$ cat config.mk
export PLATFORM = sky130hd
export DESIGN_NAME = cs_window_avg
export DESIGN_NICKNAME = d
export VERILOG_FILES = /design/src/rtl/cs_window_avg.sv
export SDC_FILE = /design/constraint.sdc
export NUM_CORES = 1
export LEC_CHECK = 0
export CORE_ASPECT_RATIO = 1.1
export CORE_UTILIZATION = 59
export DETAILED_ROUTE_END_ITERATION = 7
export PLACE_DENSITY = 0.91
export RECOVER_POWER = 25
export SLEW_MARGIN = 20
export SYNTH_ARGS = -nofsm -noshare
export SYNTH_HDL_FRONTEND = slang
export SYNTH_SLANG_ARGS = --single-unit
export TNS_END_PERCENT = 1
$ cat constraint.sdc
create_clock -name clk -period 18.58 [get_ports clk]
set_clock_uncertainty 0.1 [all_clocks]
set_input_delay 3.716 -clock clk [delete_from_list [all_inputs] [get_ports clk]]
set_output_delay 3.716 -clock clk [all_outputs]
set_load 0.01 [all_outputs]
$ cat src/rtl/cs_window_avg.sv
// Sliding-window averager: keeps the last 2^K+1 samples and emits either an
// approximate average (mean anchored on a window sample) or the plain scaled mean.
module cs_window_lane #(
    parameter int DATA_W = 8,
    parameter int K      = 3
) (
    input  logic [DATA_W-1:0] sample_i,
    input  logic [DATA_W+K:0] sum_i,
    output logic              fit_o
);
    logic [DATA_W+K:0] scaled;

    // WIN*sample as shift-and-add; WIN*max sample still fits in the sum width
    assign scaled = {1'b0, sample_i, {K{1'b0}}} + (DATA_W+K+1)'(sample_i);
    assign fit_o  = (scaled <= sum_i);
endmodule

module cs_window_avg #(
    parameter int DATA_W = 8,
    parameter int K      = 3
) (
    input  logic              clk,
    input  logic              reset,
    input  logic [DATA_W-1:0] X,
    input  logic              in_valid,
    input  logic              mode,
    input  logic              flush,
    output logic [DATA_W+1:0] Y,
    output logic              out_valid
);
    localparam int WIN = (1 << K) + 1;
    localparam int SW  = DATA_W + K + 1;
    localparam int CW  = $clog2(WIN + 1);

    logic [WIN-1:0][DATA_W-1:0] win_q, win_d;
    logic [SW-1:0]              sum_q, sum_d;
    logic [CW-1:0]              cnt_q, cnt_d;
    logic                       pend_q, pend_d;
    logic                       mode_q, mode_d;
    logic [DATA_W+1:0]          y_q, y_d;
    logic                       ov_q, ov_d;

    logic [WIN-1:0]             fit;
    logic [DATA_W-1:0]          xa;
    logic [SW-1:0]              wxa;
    logic [SW:0]                approx_sum;
    logic [DATA_W+1:0]          y_approx, y_mean;

    for (genvar i = 0; i < WIN; i++) begin : g_lane
        cs_window_lane #(.DATA_W(DATA_W), .K(K)) u_lane (
            .sample_i (win_q[i]),
            .sum_i    (sum_q),
            .fit_o    (fit[i])
        );
    end

    // Largest sample not above the mean; the window minimum always qualifies
    always_comb begin
        xa = '0;
        for (int i = 0; i < WIN; i++) begin
            if (fit[i] && (win_q[i] > xa)) xa = win_q[i];
        end
    end

    assign wxa        = {1'b0, xa, {K{1'b0}}} + SW'(xa);
    assign approx_sum = {1'b0, sum_q} + {1'b0, wxa};
    assign y_approx   = (DATA_W+2)'(approx_sum >> K);
    assign y_mean     = (DATA_W+2)'({sum_q, 1'b0} >> K);

    always_comb begin
        win_d  = win_q;
        sum_d  = sum_q;
        cnt_d  = cnt_q;
        pend_d = 1'b0;
        mode_d = mode_q;
        if (flush) begin
            win_d = '0;
            sum_d = '0;
            cnt_d = '0;
        end else if (in_valid) begin
            win_d = {win_q[WIN-2:0], X};
            sum_d = sum_q + SW'(X) - SW'(win_q[WIN-1]);
            if (cnt_q != CW'(WIN)) cnt_d = cnt_q + CW'(1);
            pend_d = (cnt_d == CW'(WIN));
            mode_d = mode;
        end
    end

    // Result stage works on the window as it stands one cycle after acceptance
    always_comb begin
        y_d  = y_q;
        ov_d = 1'b0;
        if (pend_q) begin
            y_d  = mode_q ? y_mean : y_approx;
            ov_d = 1'b1;
        end
    end

    always_ff @(posedge clk or posedge reset) begin
        if (reset) begin
            win_q  <= '0;
            sum_q  <= '0;
            cnt_q  <= '0;
            pend_q <= 1'b0;
            mode_q <= 1'b0;
            y_q    <= '0;
            ov_q   <= 1'b0;
        end else begin
            win_q  <= win_d;
            sum_q  <= sum_d;
            cnt_q  <= cnt_d;
            pend_q <= pend_d;
            mode_q <= mode_d;
            y_q    <= y_d;
            ov_q   <= ov_d;
        end
    end

    assign Y         = y_q;
    assign out_valid = ov_q;
endmodule
### Word level (Yosys, flattened, before mapping)

Index checks and enable logic that the tools add are counted.

| word-level totals | value |
|---|---|
| bits in writable memories | 0 |
| register bits after elaboration | 101 |
| output and inout bits | 11 |
| bits of input ports | 13 |
| memories | 0 |
| memory bits (read-only) | 0 |
| logic and storage cells | 83 |
| bits in latches | 0 |

| operators by class | value |
|---|---|
| bitwise gates (word level) | 1 |
| reduce and logical (&&, ||, !) cells | 11 |
| magnitude comparators | 18 |
| $mul | 0 |
| add/sub/neg operators | 14 |
| equality and inequality tests | 2 |
| shift-type cells | 0 |
| divide/modulo/power cells | 0 |
| muxes and demuxes | 22 |

Operators with widths:

| cell | number |
|---|---|
| $mux 72 | 2 |
| $add 11x8->12 | 10 |
| $le 12x12->1 | 9 |
| $mux 8 | 9 |
| $gt 8x8->1 | 8 |
| $mux 12 | 2 |
| $mux 4 | 5 |
| $add 12x12->13 | 1 |
| $add 12x8->12 | 1 |
| $sub 12x8->12 | 1 |
| $mux 10 | 1 |
| $logic_and 1x1->1 | 9 |
| $gt 8x1->1 const B | 1 |
| $add 4x1->4 const B | 1 |
| $eq 4x4->1 const B | 1 |
| $ne 4x4->1 const B | 1 |
| $mux 1 | 3 |
| $reduce_and 2->1 | 1 |
| $reduce_bool 2->1 | 1 |
| $not 1->1 | 1 |

### Logic depth before layout (Yosys ltp)

Gate-level depths: netlist of run 1.

| logic depth | value |
|---|---|
| word-level depth | 31 |
| mapped depth | 119 |
| gate-level depth less buffers | 111 |

### By module

From an unflattened synthesis of run 1, not the netlist that was laid out.

| second synthesis, totals | value |
|---|---|
| cell total of the unflattened synthesis | 1667 |
| area, all modules | 13586.8 µm² |

Modules (own cells, without submodules):

| module | cells an instance | area an instance (µm²) | sequential area each (µm²) | instances |
|---|---|---|---|---|
| cs_window_avg | 947 | 8406.8 | 2527.4 | 1 |
| cs_window_lane | 80 | 575.6 | 0.0 | 9 |

### Worst setup path before layout of run 1

Ideal clock, no wire load.

| timing | value |
|---|---|
| path type | register to register |
| from | register win_q[1] in the netlist's numbering |
| to | register y_q[8] (netlist: Y[8]) |
| path buffers | 8 |
| data required time | 18349 ps |
| data arrival time | 19478 ps |
| period minus slack after synthesis | 19710 ps |
| library setup time | 131 ps |
| stages on the path, launching flop included | 114 |
| slack | -1130 ps |
| path through | dfrtp_1 ha_1 a21o_1 a21oi_1 o21bai_1 a21oi_1 nor2_1 xor2_1 ha_1 a21oi_1 nand2_1 a21o_1 o31ai_4 nand2_1 ha_1 nor2b_1 o211ai_1 a211o_1 (+78 left out) o21ai_0 nand2b_1 a21oi_1 o21ai_0 o21ai_0 a21o_1 clkbuf_1 o21ai_0 fa_1 inv_1 ha_1 a21oi_1 o41ai_2 a2111o_1 a221o_1 a31oi_1 nor4b_1 or3_1 |

| on the way | value |
|---|---|
| word-level cells in the longest chain between the ends | 31 |
| elaborated cells between the ends (all ways) | 32 |
| those cells by class | 3 x add/sub; 10 x order compare; 10 x mux; 9 x reduce/logical |

RTL lines:

| element | RTL line | text |
|---|---|---|
| from (decl) | 35 | `logic [WIN-1:0][DATA_W-1:0] win_q, win_d;` |
| from (signal assigned) | 109 | `win_q <= win_d;` |
| $add 11x8->12 | 14 | `assign scaled = {1'b0, sample_i, {K{1'b0}}} + (DATA_W+K+1)'(sample_i);` |
| $le 12x12->1 | 15 | `assign fit_o = (scaled <= sum_i);` |
| $logic_and 1x1->1 | 61 | `if (fit[i] && (win_q[i] > xa)) xa = win_q[i];` |
| $mux 8 * | 61 |  |
| $gt 8x8->1 | 61 |  |
| $logic_and 1x1->1 | 61 |  |
| $mux 8 * | 61 |  |
| $gt 8x8->1 | 61 |  |
| (+15 left out) | - |  |
| $logic_and 1x1->1 | 61 |  |
| $mux 8 * | 61 |  |
| $gt 8x8->1 | 61 |  |
| $logic_and 1x1->1 | 61 |  |
| $mux 8 * | 61 |  |
| $add 11x8->12 * | 65 | `assign wxa = {1'b0, xa, {K{1'b0}}} + SW'(xa);` |
| $add 12x12->13 * | 66 | `assign approx_sum = {1'b0, sum_q} + {1'b0, wxa};` |
| $mux 10 * | 94 | `y_d = mode_q ? y_mean : y_approx;` |
| to (signal assigned) | 114 | `y_q <= y_d;` |
| to (decl) | 40 | `logic [DATA_W+1:0] y_q, y_d;` |

Every way passes the cells marked *; elsewhere a longest branch is shown, timed or not.
A chain may end at the register's enable or synchronous reset.

### Final worst setup path of run 1

| timing | value |
|---|---|
| from | register win_q[0] in the netlist's numbering |
| to | register y_q[8] (netlist: Y[8]) |

The elaborated chain is that of the path after synthesis.

==> results of run 1 <==
## Yosys cell counts, types with 7 or more instances
cell type | n | area (sq um)
ha_1 | 236 | 2950
nor2_1 | 162 | 608
inv_1 | 132 | 495
a21oi_1 | 118 | 591
dfrtp_1 | 101 | 2530
mux2i_1 | 91 | 911
nand2_1 | 60 | 225
xnor2_1 | 59 | 517
o21ai_0 | 53 | 265
a21o_1 | 49 | 368
nand4_1 | 34 | 213
nor2b_1 | 31 | 194
clkbuf_1 | 28 | 105
xor2_1 | 23 | 201
fa_1 | 22 | 440
nand2b_1 | 19 | 119
mux2_2 | 18 | 203
o21bai_1 | 18 | 135
nand3_1 | 17 | 85.1
nor3_1 | 13 | 65.1
o21a_1 | 13 | 97.6
buf_1 | 9 | 33.8
a31oi_1 | 7 | 43.8
o2111a_1 | 7 | 78.8
o211ai_1 | 7 | 52.6
## sequential cells by signal, summed over array words and instances, names as in the netlist
name / count
win_q: 72
sum_q: 12
Y: 10
cnt_q: 4
mode_q: 1
out_valid: 1
pend_q: 1
## critical path, delay by kind of cell, from the launching register on
family,cells,cell delay (ps)
flops,1,380
mux,2,580
compound gates,49,9300
fa+ha+maj,13,3670
xor+xnor,1,220
simple gates,25,3270
buf+inv,20,2290
## timing repair
item / in CTS / in global routing
resized for setup: 60 / 178
pin swaps: 29 / 95
buffers inserted: 27 / 41
hold buffers: 0 / 0
endpoints found under the setup margin: 9 / 10
gates cloned: 3 / 1
## worst min-delay path by stage
stage | startpoint | end | slack, ps | cells after the start
2_1_floorplan | pend_q | out_valid | 320 | 0
3_3_place_gp | Y[1] | Y[1] | 360 | 1
3_5_place_dp | Y[1] | Y[1] | 380 | 1
4_1_cts | Y[1] | Y[1] | 390 | 1
5_1_grt | Y[1] | Y[1] | 420 | 1
6_report | Y[1] | Y[1] | 390 | 1
## final cells by class
type                            instances  area share
Tap cell                              256      0.0208
Inverter                              132      0.0328
Clock buffer                            9      0.0146
Clock inverter                          7     0.00594
Timing Repair Buffer                  167      0.0881
Antenna cell                            1    0.000163
Sequential cell                       101       0.164
Multi-Input combinational cell       1159       0.673
## cell families (layout without fill, tap and decap cells)
family	count (synthesis)	count (layout)	share of synthesized area
AOI/OAI and AO/OA	328	328	0.177
DFF	101	101	0.203
adders and majority gates	258	258	0.272
muxes	110	110	0.0906
xor gates and xnor gates	82	82	0.0576
and+or+nand+nor	380	381	0.147
other	0	1	0
buffers and inverters	173	315	0.0527
## per-stage QoR
step	hold slack, ps	setup slack (ps)	std cells	utilization
after floorplan	323	10.9	1432	-
after global placement	362	-125	1744	0.651
after detailed placement	375	-982	1744	0.651
after CTS	393	1.66	1790	0.689
after global routing	417	-2200	1831	0.745
final	391	-1390	1832	0.745
## per-layer routing
layer	up-vias	wire [um]	part of all wire
met5	-	0	0
met4	0	4380	0.093
met3	478	5250	0.11
met2	1120	21600	0.46
met1	6166	15900	0.34
li1	5382	-	-
==> out/results.tsv, run 1 <==
stage	metric	value	unit
logic_synthesis	synth_area	12500	sq um
route	drtAntennaViolNets	0	
critical_path	r2r-end	Y[8]	
route	dr_total_vias	13146	
global_route	grt_pass1_vias	12360	
logic_synthesis	synthArstFlopShare	1.00	
job	cap_violations	2	
route	drt-pass1-iter-count	8	
sta	rsz0062_at_grt	yes	
critical_path	cp.arrival	20150	ps
cts	cts_made_buffers	9	
critical_path	cp-endpoint	Y[8]	
cells_and_area	fin_area	15400	sq um
cells_and_area	register_area	2530	sq um
hold_path	hp-class	reg2reg	
critical_path	crit_top_cell	a21oi_2	
die	die_area	21700	sq um
cells_and_area	nFillCells	1146	
sta	final-hold-violation-count	0	
critical_path	slowest_stage	fa_1	
cts	clock_latency	390	ps
global_route	overflow	0	
route	vias_per_cell	7.18	
logic_synthesis	synth_seq_cells	101	
sta	relSlewSlack	-1.97	
logic_synthesis	synth-edff-count	0	
global_route	grt_use_met3	0.0644	
critical_path	critPathMaxStageDelay	520	ps
sta	worst_slack	-1390	ps
route	drc	1	
route	drtIter0Drc	1649	
placed_design	gp_congestion	0.935	
global_route	gr-usage-all-layers	0.355	
logic_synthesis	yosys_warnings	0	
global_route	met2_usage	0.607	
cells_and_area	nNetsFinal	1841	
die	die_h	154	um
cts	htreeDepth	3	
cts	cts_buffer_depth	2	
cts	clock-sinks	101	
logic_synthesis	synth_seq_area_share	0.203	
die	die_w	141	um
logic_synthesis	syn_avg_cell_area	8.70	sq um
critical_path	crit_path_end_kind	flip-flop	
die	design.portCount	24	
status	status	complete, but fails checks	
sta	finalSetupTns	-9480	ps
critical_path	path_class	reg2reg	
sta	slew_violations	131	
cts	cts_tree	built	
cells_and_area	final_layout_size_suffix_gt1_frac	0.232	
logic_synthesis	yosys.cell_types.count	80	
logic_synthesis	syn_inst	1432	
die	rows	55	
logic_synthesis	syn_nets	1703	
cts	cts-root-buf	clkbuf_16	
status	violations	design-rule violations, max-capacitance violations, max-slew violations, negative setup slack	
cts	cts.clk_slew.worst_paths	90	ps
global_route	antenna_found_initial	2	
route	routed_wl	47.2	mm
sta	setup_viol	10	
cells_and_area	final_cell_mix	ha_1 (198), nor2_1 (144), buf_4 (126)	
sta	min_period	19970	ps
global_route	grt_max_degree	90	
cells_and_area	layout_commonest_cell	ha_1	
placed_design	hpwl	25.6	mm
global_route	gr-usage-met1	0.405	
critical_path	startpoint	win_q[0]	
sta	fmax	50.1	MHz
cells_and_area	syn2layout_area_growth	23.4	%
route	routedWlPerCell	25.7	um
global_route	grt_pass1_wl	61.0	mm
cells_and_area	multi_input_area	10300	sq um
critical_path	r2r_start	win_q[0]	
logic_synthesis	synthFlopType	dfrtp_1	
global_route	grt.busiest_layer	met2	
critical_path	crit_fanout	8	
sta	final.period_utilization	1.07	
placed_design	placement.io_buffers	23	
placed_design	postPlaceCellArea	13400	sq um
die	start_util	0.604	
die	core	20600	sq um
critical_path	r2r_slack	-1390	ps
critical_path	cp.required	18760	ps
critical_path	startpoint_type	flip-flop	
sta	tightest_slew	4450	ps
critical_path	r2r.worst_path.cells	110	
Power of run 1 is not shown: default switching activity piles up to over one toggle a cycle in this logic, so the estimate is an artifact.
==> run 2, diff against run 1 <==
--- a/config.mk
+++ b/config.mk
@@ -7,6 +7,7 @@
 export LEC_CHECK = 0
 export CORE_ASPECT_RATIO = 1.1
 export CORE_UTILIZATION = 59
+export CTS_CLUSTER_DIAMETER = 100
 export DETAILED_ROUTE_END_ITERATION = 7
 export PLACE_DENSITY = 0.91
 export RECOVER_POWER = 25
==> results of run 2 <==
Final layout, timing and power as in run 1 (identical DEF).
Power of run 2 is left out for the same reason.
